[src/rtl/wr_arria10_rx_align_ctrl.sv]
// wr_arria10_rx_align_ctrl
//
// Receive-side word alignment controller for an Arria 10 PHY lane. It issues
// a pattern-align pulse and waits for the word aligner to synchronise. Only an
// even bitslip boundary gives deterministic latency, so the boundary is
// checked. The link must then stay error free for a qualification window
// before rx_ready_o is raised. Any failure resets the PHY digital receive
// path and starts a new attempt; the attempts are counted.
//
// Ports
//   clk_i                    PHY rx_clkout; every register runs on it
//   rst_i                    synchronous active-high reset
//   rx_is_lockedtodata_i     CDR locked to data
//   rx_syncstatus_i          word aligner synchronised
//   rx_errdetect_i           8b/10b code error
//   rx_disperr_i             disparity error
//   rx_bitslipboundarysel_i  aligner bitslip boundary (5 bits)
//   rx_data_i / rx_datak_i   decoded data byte and K flag
//   rx_patternalign_o        to PHY rx_std_wa_patternalign
//   rx_digitalreset_req_o    request for PHY rx_digitalreset
//   rx_data_o / rx_k_o       registered data, forced to zero unless ready
//   rx_enc_err_o             registered code/disparity error, zero unless ready
//   rx_bitslide_o            boundary latched during the boundary check
//   rx_ready_o               link aligned with deterministic latency
//   retry_count_o            saturating count of alignment retries

module wr_arria10_rx_align_ctrl #(
    parameter int unsigned g_lock_timeout  = 65535,
    parameter int unsigned g_stable_cycles = 1024,
    parameter int unsigned g_reset_cycles  = 32,
    parameter int unsigned g_align_cycles  = 4
) (
    input  logic       clk_i,
    input  logic       rst_i,
    input  logic       rx_is_lockedtodata_i,
    input  logic       rx_syncstatus_i,
    input  logic       rx_errdetect_i,
    input  logic       rx_disperr_i,
    input  logic [4:0] rx_bitslipboundarysel_i,
    input  logic [7:0] rx_data_i,
    input  logic       rx_datak_i,
    output logic       rx_patternalign_o,
    output logic       rx_digitalreset_req_o,
    output logic [7:0] rx_data_o,
    output logic       rx_k_o,
    output logic       rx_enc_err_o,
    output logic [4:0] rx_bitslide_o,
    output logic       rx_ready_o,
    output logic [7:0] retry_count_o
);

    // One timer is shared by every timed state, so it is sized for the
    // longest interval. It only has to reach (interval - 1).
    localparam int unsigned MaxLockStable = (g_lock_timeout > g_stable_cycles) ? g_lock_timeout : g_stable_cycles;
    localparam int unsigned MaxResetAlign = (g_reset_cycles > g_align_cycles) ? g_reset_cycles : g_align_cycles;
    localparam int unsigned MaxCycles     = (MaxLockStable > MaxResetAlign) ? MaxLockStable : MaxResetAlign;
    localparam int unsigned TimerW        = (MaxCycles > 1) ? $clog2(MaxCycles) : 1;

    localparam logic [TimerW-1:0] AlignLast  = TimerW'(g_align_cycles - 1);
    localparam logic [TimerW-1:0] LockLast   = TimerW'(g_lock_timeout - 1);
    localparam logic [TimerW-1:0] StableLast = TimerW'(g_stable_cycles - 1);
    localparam logic [TimerW-1:0] ResetLast  = TimerW'(g_reset_cycles - 1);

    typedef enum logic [2:0] {
        IDLE,
        ALIGN,
        WAIT_SYNC,
        CHECK,
        STABLE,
        READY,
        RESET_RX
    } state_t;

    state_t            state_q, state_d;
    logic [TimerW-1:0] timer_q, timer_d;
    logic [7:0]        retryCount_q;
    logic [4:0]        bitslide_q;
    logic [7:0]        data_q;
    logic              k_q;
    logic              encErr_q;
    logic              linkError;

    assign linkError = !rx_syncstatus_i || rx_errdetect_i || rx_disperr_i;

    // The timer restarts from zero on every state change, so each state
    // sees its own cycle count starting at 0 on its first cycle.
    assign timer_d = (state_d != state_q) ? '0 : timer_q + TimerW'(1);

    // State register, timer, retry counter and latched bitslip boundary.
    // A retry is counted on the edge that enters RESET_RX. The counter
    // saturates instead of wrapping.
    always_ff @(posedge clk_i) begin
        if (rst_i) begin
            state_q      <= IDLE;
            timer_q      <= '0;
            retryCount_q <= '0;
            bitslide_q   <= '0;
        end else begin
            state_q <= state_d;
            timer_q <= timer_d;
            if (state_d == RESET_RX && state_q != RESET_RX && retryCount_q != 8'hFF) begin
                retryCount_q <= retryCount_q + 8'd1;
            end
            if (state_q == CHECK) begin
                bitslide_q <= rx_bitslipboundarysel_i;
            end
        end
    end

    // The data path is registered every cycle. It is zeroed only at the
    // outputs, so the outputs fall together with rx_ready_o.
    always_ff @(posedge clk_i) begin
        if (rst_i) begin
            data_q   <= '0;
            k_q      <= 1'b0;
            encErr_q <= 1'b0;
        end else begin
            data_q   <= rx_data_i;
            k_q      <= rx_datak_i;
            encErr_q <= rx_errdetect_i || rx_disperr_i;
        end
    end

    // Next-state logic. In WAIT_SYNC, sync has priority over the timeout.
    // An odd bitslip boundary gives non-deterministic latency, so it is
    // retried. Losing CDR lock overrides everything except IDLE and
    // RESET_RX, which already handle an unlocked CDR.
    always_comb begin
        state_d = state_q;
        unique case (state_q)
            IDLE:      if (rx_is_lockedtodata_i) state_d = ALIGN;
            ALIGN:     if (timer_q == AlignLast) state_d = WAIT_SYNC;
            WAIT_SYNC: begin
                if (rx_syncstatus_i) begin
                    state_d = CHECK;
                end else if (timer_q == LockLast) begin
                    state_d = RESET_RX;
                end
            end
            CHECK:     state_d = rx_bitslipboundarysel_i[0] ? RESET_RX : STABLE;
            STABLE: begin
                if (linkError) begin
                    state_d = RESET_RX;
                end else if (timer_q == StableLast) begin
                    state_d = READY;
                end
            end
            READY:     if (!rx_syncstatus_i) state_d = RESET_RX;
            RESET_RX:  if (timer_q == ResetLast) state_d = IDLE;
            default:   state_d = IDLE;
        endcase
        if (!rx_is_lockedtodata_i && state_q != IDLE && state_q != RESET_RX) begin
            state_d = RESET_RX;
        end
    end

    // Outputs are decoded from the registered state. Data and error
    // outputs are forced to zero outside READY.
    always_comb begin
        rx_patternalign_o     = (state_q == ALIGN);
        rx_digitalreset_req_o = (state_q == RESET_RX);
        rx_ready_o            = (state_q == READY);
        rx_data_o             = rx_ready_o ? data_q : 8'h00;
        rx_k_o                = rx_ready_o && k_q;
        rx_enc_err_o          = rx_ready_o && encErr_q;
        rx_bitslide_o         = bitslide_q;
        retry_count_o         = retryCount_q;
    end

endmodule

[config.mk]
export PLATFORM = sky130hd
export DESIGN_NAME = wr_arria10_rx_align_ctrl
export DESIGN_NICKNAME = d
export VERILOG_FILES = /design/src/rtl/wr_arria10_rx_align_ctrl.sv
export SDC_FILE = /design/constraint.sdc
export NUM_CORES = 1
export LEC_CHECK = 0
export ABC_CLOCK_PERIOD_IN_PS = 5400
export CAP_MARGIN = 0
export CORE_MARGIN = 4
export CORE_UTILIZATION = 54
export CTS_CLUSTER_SIZE = 8
export DETAILED_ROUTE_END_ITERATION = 8
export GPL_TIMING_DRIVEN = 0
export PLACE_DENSITY = 0.95
export SYNTH_ARGS = -nofsm -noshare
export SYNTH_HDL_FRONTEND = slang
export SYNTH_SLANG_ARGS = --single-unit
[constraint.sdc]
create_clock -name clk_i -period 5.4 [get_ports clk_i]
set_clock_uncertainty 0.05 [all_clocks]
set_input_delay 1.08 -clock clk_i [delete_from_list [all_inputs] [get_ports clk_i]]
set_output_delay 1.08 -clock clk_i [all_outputs]
set_load 0.01 [all_outputs]
==> summary.md <==
| Metric | Value |
|---|---|
| Status | `finished clean` |
| Clock sink count | `42` |
| Min-Delay Endpoint | `rx_bitslide_o[3]` |
| RSZ-0062 raised after global routing | `false` |
| Total die area | `4870 um2` |
| Max Root-Sink Buffers | `2` |
| R2R cell count | `8` |
| GRT overflow | `0` |
| CP Buf/Inv Count | `3` |
| Synth area leaders | `dfxtp_1, nor2_1, nor2b_1` |
| Io pins | `46` |
| GRT Total Usage | `0.200` |
| Clock slew at reported path FFs | `0.07 ns` |
| Post-route ant nets | `0` |
| R2R setup slack | `2.49 ns` |
| Clk_lat worst skew | `0.29 ns` |
| CORE AREA | `3660 um2` |
| PD cells | `290 nW/um2` |
| GP Congestion | `0.923` |
| Cell taking the most area after synthesis | `dfxtp_1` |
| Synth Instances | `240` |
| H-tree depth | `2` |
| Dpl hpwl | `3450 um` |
| Hold path start | `rx_bitslide_o[3]` |
| Post-synth EDFFs | `0` |
| Final nets | `313` |
| Worst-path cell chain | `buf_2 > nor2b_1 > clkbuf_1 > and3_1 > clkdlybuf4s50_1` |
| CTS Buf Count | `5` |
| Worst-path fanout max | `10` |
| Mapped Nets | `263` |
| Slowest CP cell | `clkdlybuf4s50_1` |
| Commonest non-fill, non-tap cell in the layout | `clkdlybuf4s50_1` |
| Slew Limit Fails | `0` |
| Setup violators final | `0` |
| Number of global-route vias before repair | `1755` |
| Port bufs | `43` |
| Utilization after layout | `0.717` |
| Post-Place Worst Slack | `1.98 ns` |
| Critical Path Start Type | `flop` |
| DR vias | `1856` |
| Sequential area share after synthesis | `0.408` |
| Worst VDD drop | `0.189 mV` |
| Largest net degree at the start of global routing | `12` |
| Global-route wire length before repair | `7980 um` |
| Warnings from Yosys | `0` |
| Ys flop type | `dfxtp_1` |
| Cts hold-fix bufs | `0` |
| Worst reg2reg path endpoint | `retry_count_o[3]` |
| Crit end category | `output pin` |
| Antenna violations before repair | `0` |
| Fin Setup TNS | `0 ns` |
| Fmax | `0.286 GHz` |
| CTS resizes | `0` |
| Vias per cell | `5.49` |
| Final min period | `3.50 ns` |
| Drt initial violations | `80` |
| Max-cap viol count | `0` |
| DRC Markers | `0` |
| DIE HEIGHT | `69.8 um` |
| Slew @ Worst Pin | `0.566 ns` |
| WHS Path Cells | `2` |
| Clock Tree Root | `clkbuf_8` |
| FFs w/ async S/R, synth | `0` |
| Slew headroom | `0.622` |
| Crit-path leading delay family | `buffers and inverters` |
| Final WS setup | `1.90 ns` |
| Final Hold Vio Count | `0` |
| # diodes | `0` |
| CTS tree | `done` |
| Pleak | `0.994 nW` |
| Avg Cell Area, Syn | `8.58 um2` |
| Most frequent cells in the layout | `clkdlybuf4s50_1, dfxtp_1, nor2_1` |
| Cell row count | `22` |
| Post-synth top area share | `0.408` |
| Worst Setup Path Type | `flop to output pin` |
| Starting Density | `0.563` |
| Worst path max stage delay | `0.53 ns` |
| Die extent in x | `69.8 um` |
| Area Growth Syn to Fin | `27.5%` |
| Netlist cell types | `49` |
| #FFs+latches synth | `42` |
| Final Cycle Share | `0.648` |
| Fraction of layout cells with a size suffix above 1 | `0.0759` |
| CP arrival | `2.37 ns` |
| CP required | `4.27 ns` |
| Synthesized area | `2060 um2` |
| Drt wl/cell | `14.0 um` |
| HP Class | `flop to flop` |
| Final WL | `4740 um` |
| RR Startpoint | `timer_q[0]` |
| DRT Pass-1 Iters | `4` |
| Setup Buffers After CTS | `0` |
per-layer routing:
metal  GRT usage  part of all wire  wire (um)  up-vias
li1            -                 -          -      931
met1       0.249              0.45       2120      867
met2       0.331              0.49       2320       46
met3      0.0536             0.047        223       12
met4      0.0766             0.018         83        0
met5           0                 0          0        -
through the flow:
step,instances,hold slack (ns),power (mW),cell area [um2]
after floorplan,240,0.387,0.507,2060
after global placement,331,0.392,0.568,2550
after detailed placement,331,0.404,0.576,2550
after CTS,338,0.414,0.764,2630
after global routing,338,0.433,0.805,2630
final,338,0.411,0.761,2630
layout make-up:
cell class	count	area, um2
inverters	7	26.3
well taps	48	60.1
plain buffers	12	50.0
multi-input cells	179	1140
repair buffers	43	430
clock buffers	7	76.3
fillers	280	1030
flip-flops and latches	42	841
cells in the mapped netlist (all sizes together) (2+ instances only):
| cell type | number |
|---|---|
| and3 | 14 |
| xor2 | 10 |
| a221oi | 2 |
| xnor2 | 5 |
| buf | 4 |
| and2 | 4 |
| a21oi | 16 |
| mux2 | 2 |
| inv | 7 |
| a211oi | 2 |
| a22oi | 2 |
| a21o | 4 |
| nor3 | 3 |
| dfxtp | 42 |
| o21ai | 7 |
| nor2 | 30 |
| nand4 | 7 |
| o21a | 2 |
| ha | 3 |
| nor4 | 2 |
| nand3 | 14 |
| or3 | 2 |
| nor2b | 15 |
| and3b | 2 |
| nand2 | 16 |
| clkbuf | 8 |
| and4 | 2 |
state kept, by name (all words and copies together) (netlist names):
register	cells
k_q	1
retry_count_o	8
data_q	8
rx_bitslide_o	5
state_q	3
encErr_q	1
timer_q	16
power breakdown:
group | switching (mW) | total, mW | internal (mW)
logic | 0.136 | 0.232 | 0.0966
registers | 0.0127 | 0.342 | 0.329
clock network | 0.0982 | 0.187 | 0.0890
how the worst max path moves through the flow:
| stage | cells past startpoint | start | to | slack, ns |
|---|---|---|---|---|
| final | 5 | state_q[2] | rx_enc_err_o | 1.90 |
| after detailed placement | 8 | rx_syncstatus_i | retry_count_o[3] | 1.98 |
| after global placement | 8 | rx_syncstatus_i | retry_count_o[3] | 2.04 |
| after CTS | 5 | state_q[2] | rx_data_o[3] | 1.92 |
| after global routing | 5 | state_q[2] | rx_data_o[3] | 1.72 |
| after floorplan | 8 | rx_is_lockedtodata_i | retry_count_o[3] | 2.63 |
kinds of logic after synthesis:
family / count (synthesis) / share of synthesized area
compound gates: 42 / 0.155
xor+xnor: 15 / 0.0638
fa+ha+maj: 3 / 0.0182
buf+inv: 19 / 0.0371
flops: 42 / 0.408
mux: 3 / 0.0176
simple gates: 116 / 0.300
worst register-to-register path, cell delays in order (launching register included):
cell	delay, ns
dfxtp_1	0.40
ha_1	0.30
nor4b_1	0.34
nand4_1	0.18
nor4_2	0.40
a21oi_1	0.28
a21oi_4	0.31
and4_1	0.26
mux2_4	0.30
Note: power is estimated with default switching activity, not from simulation.
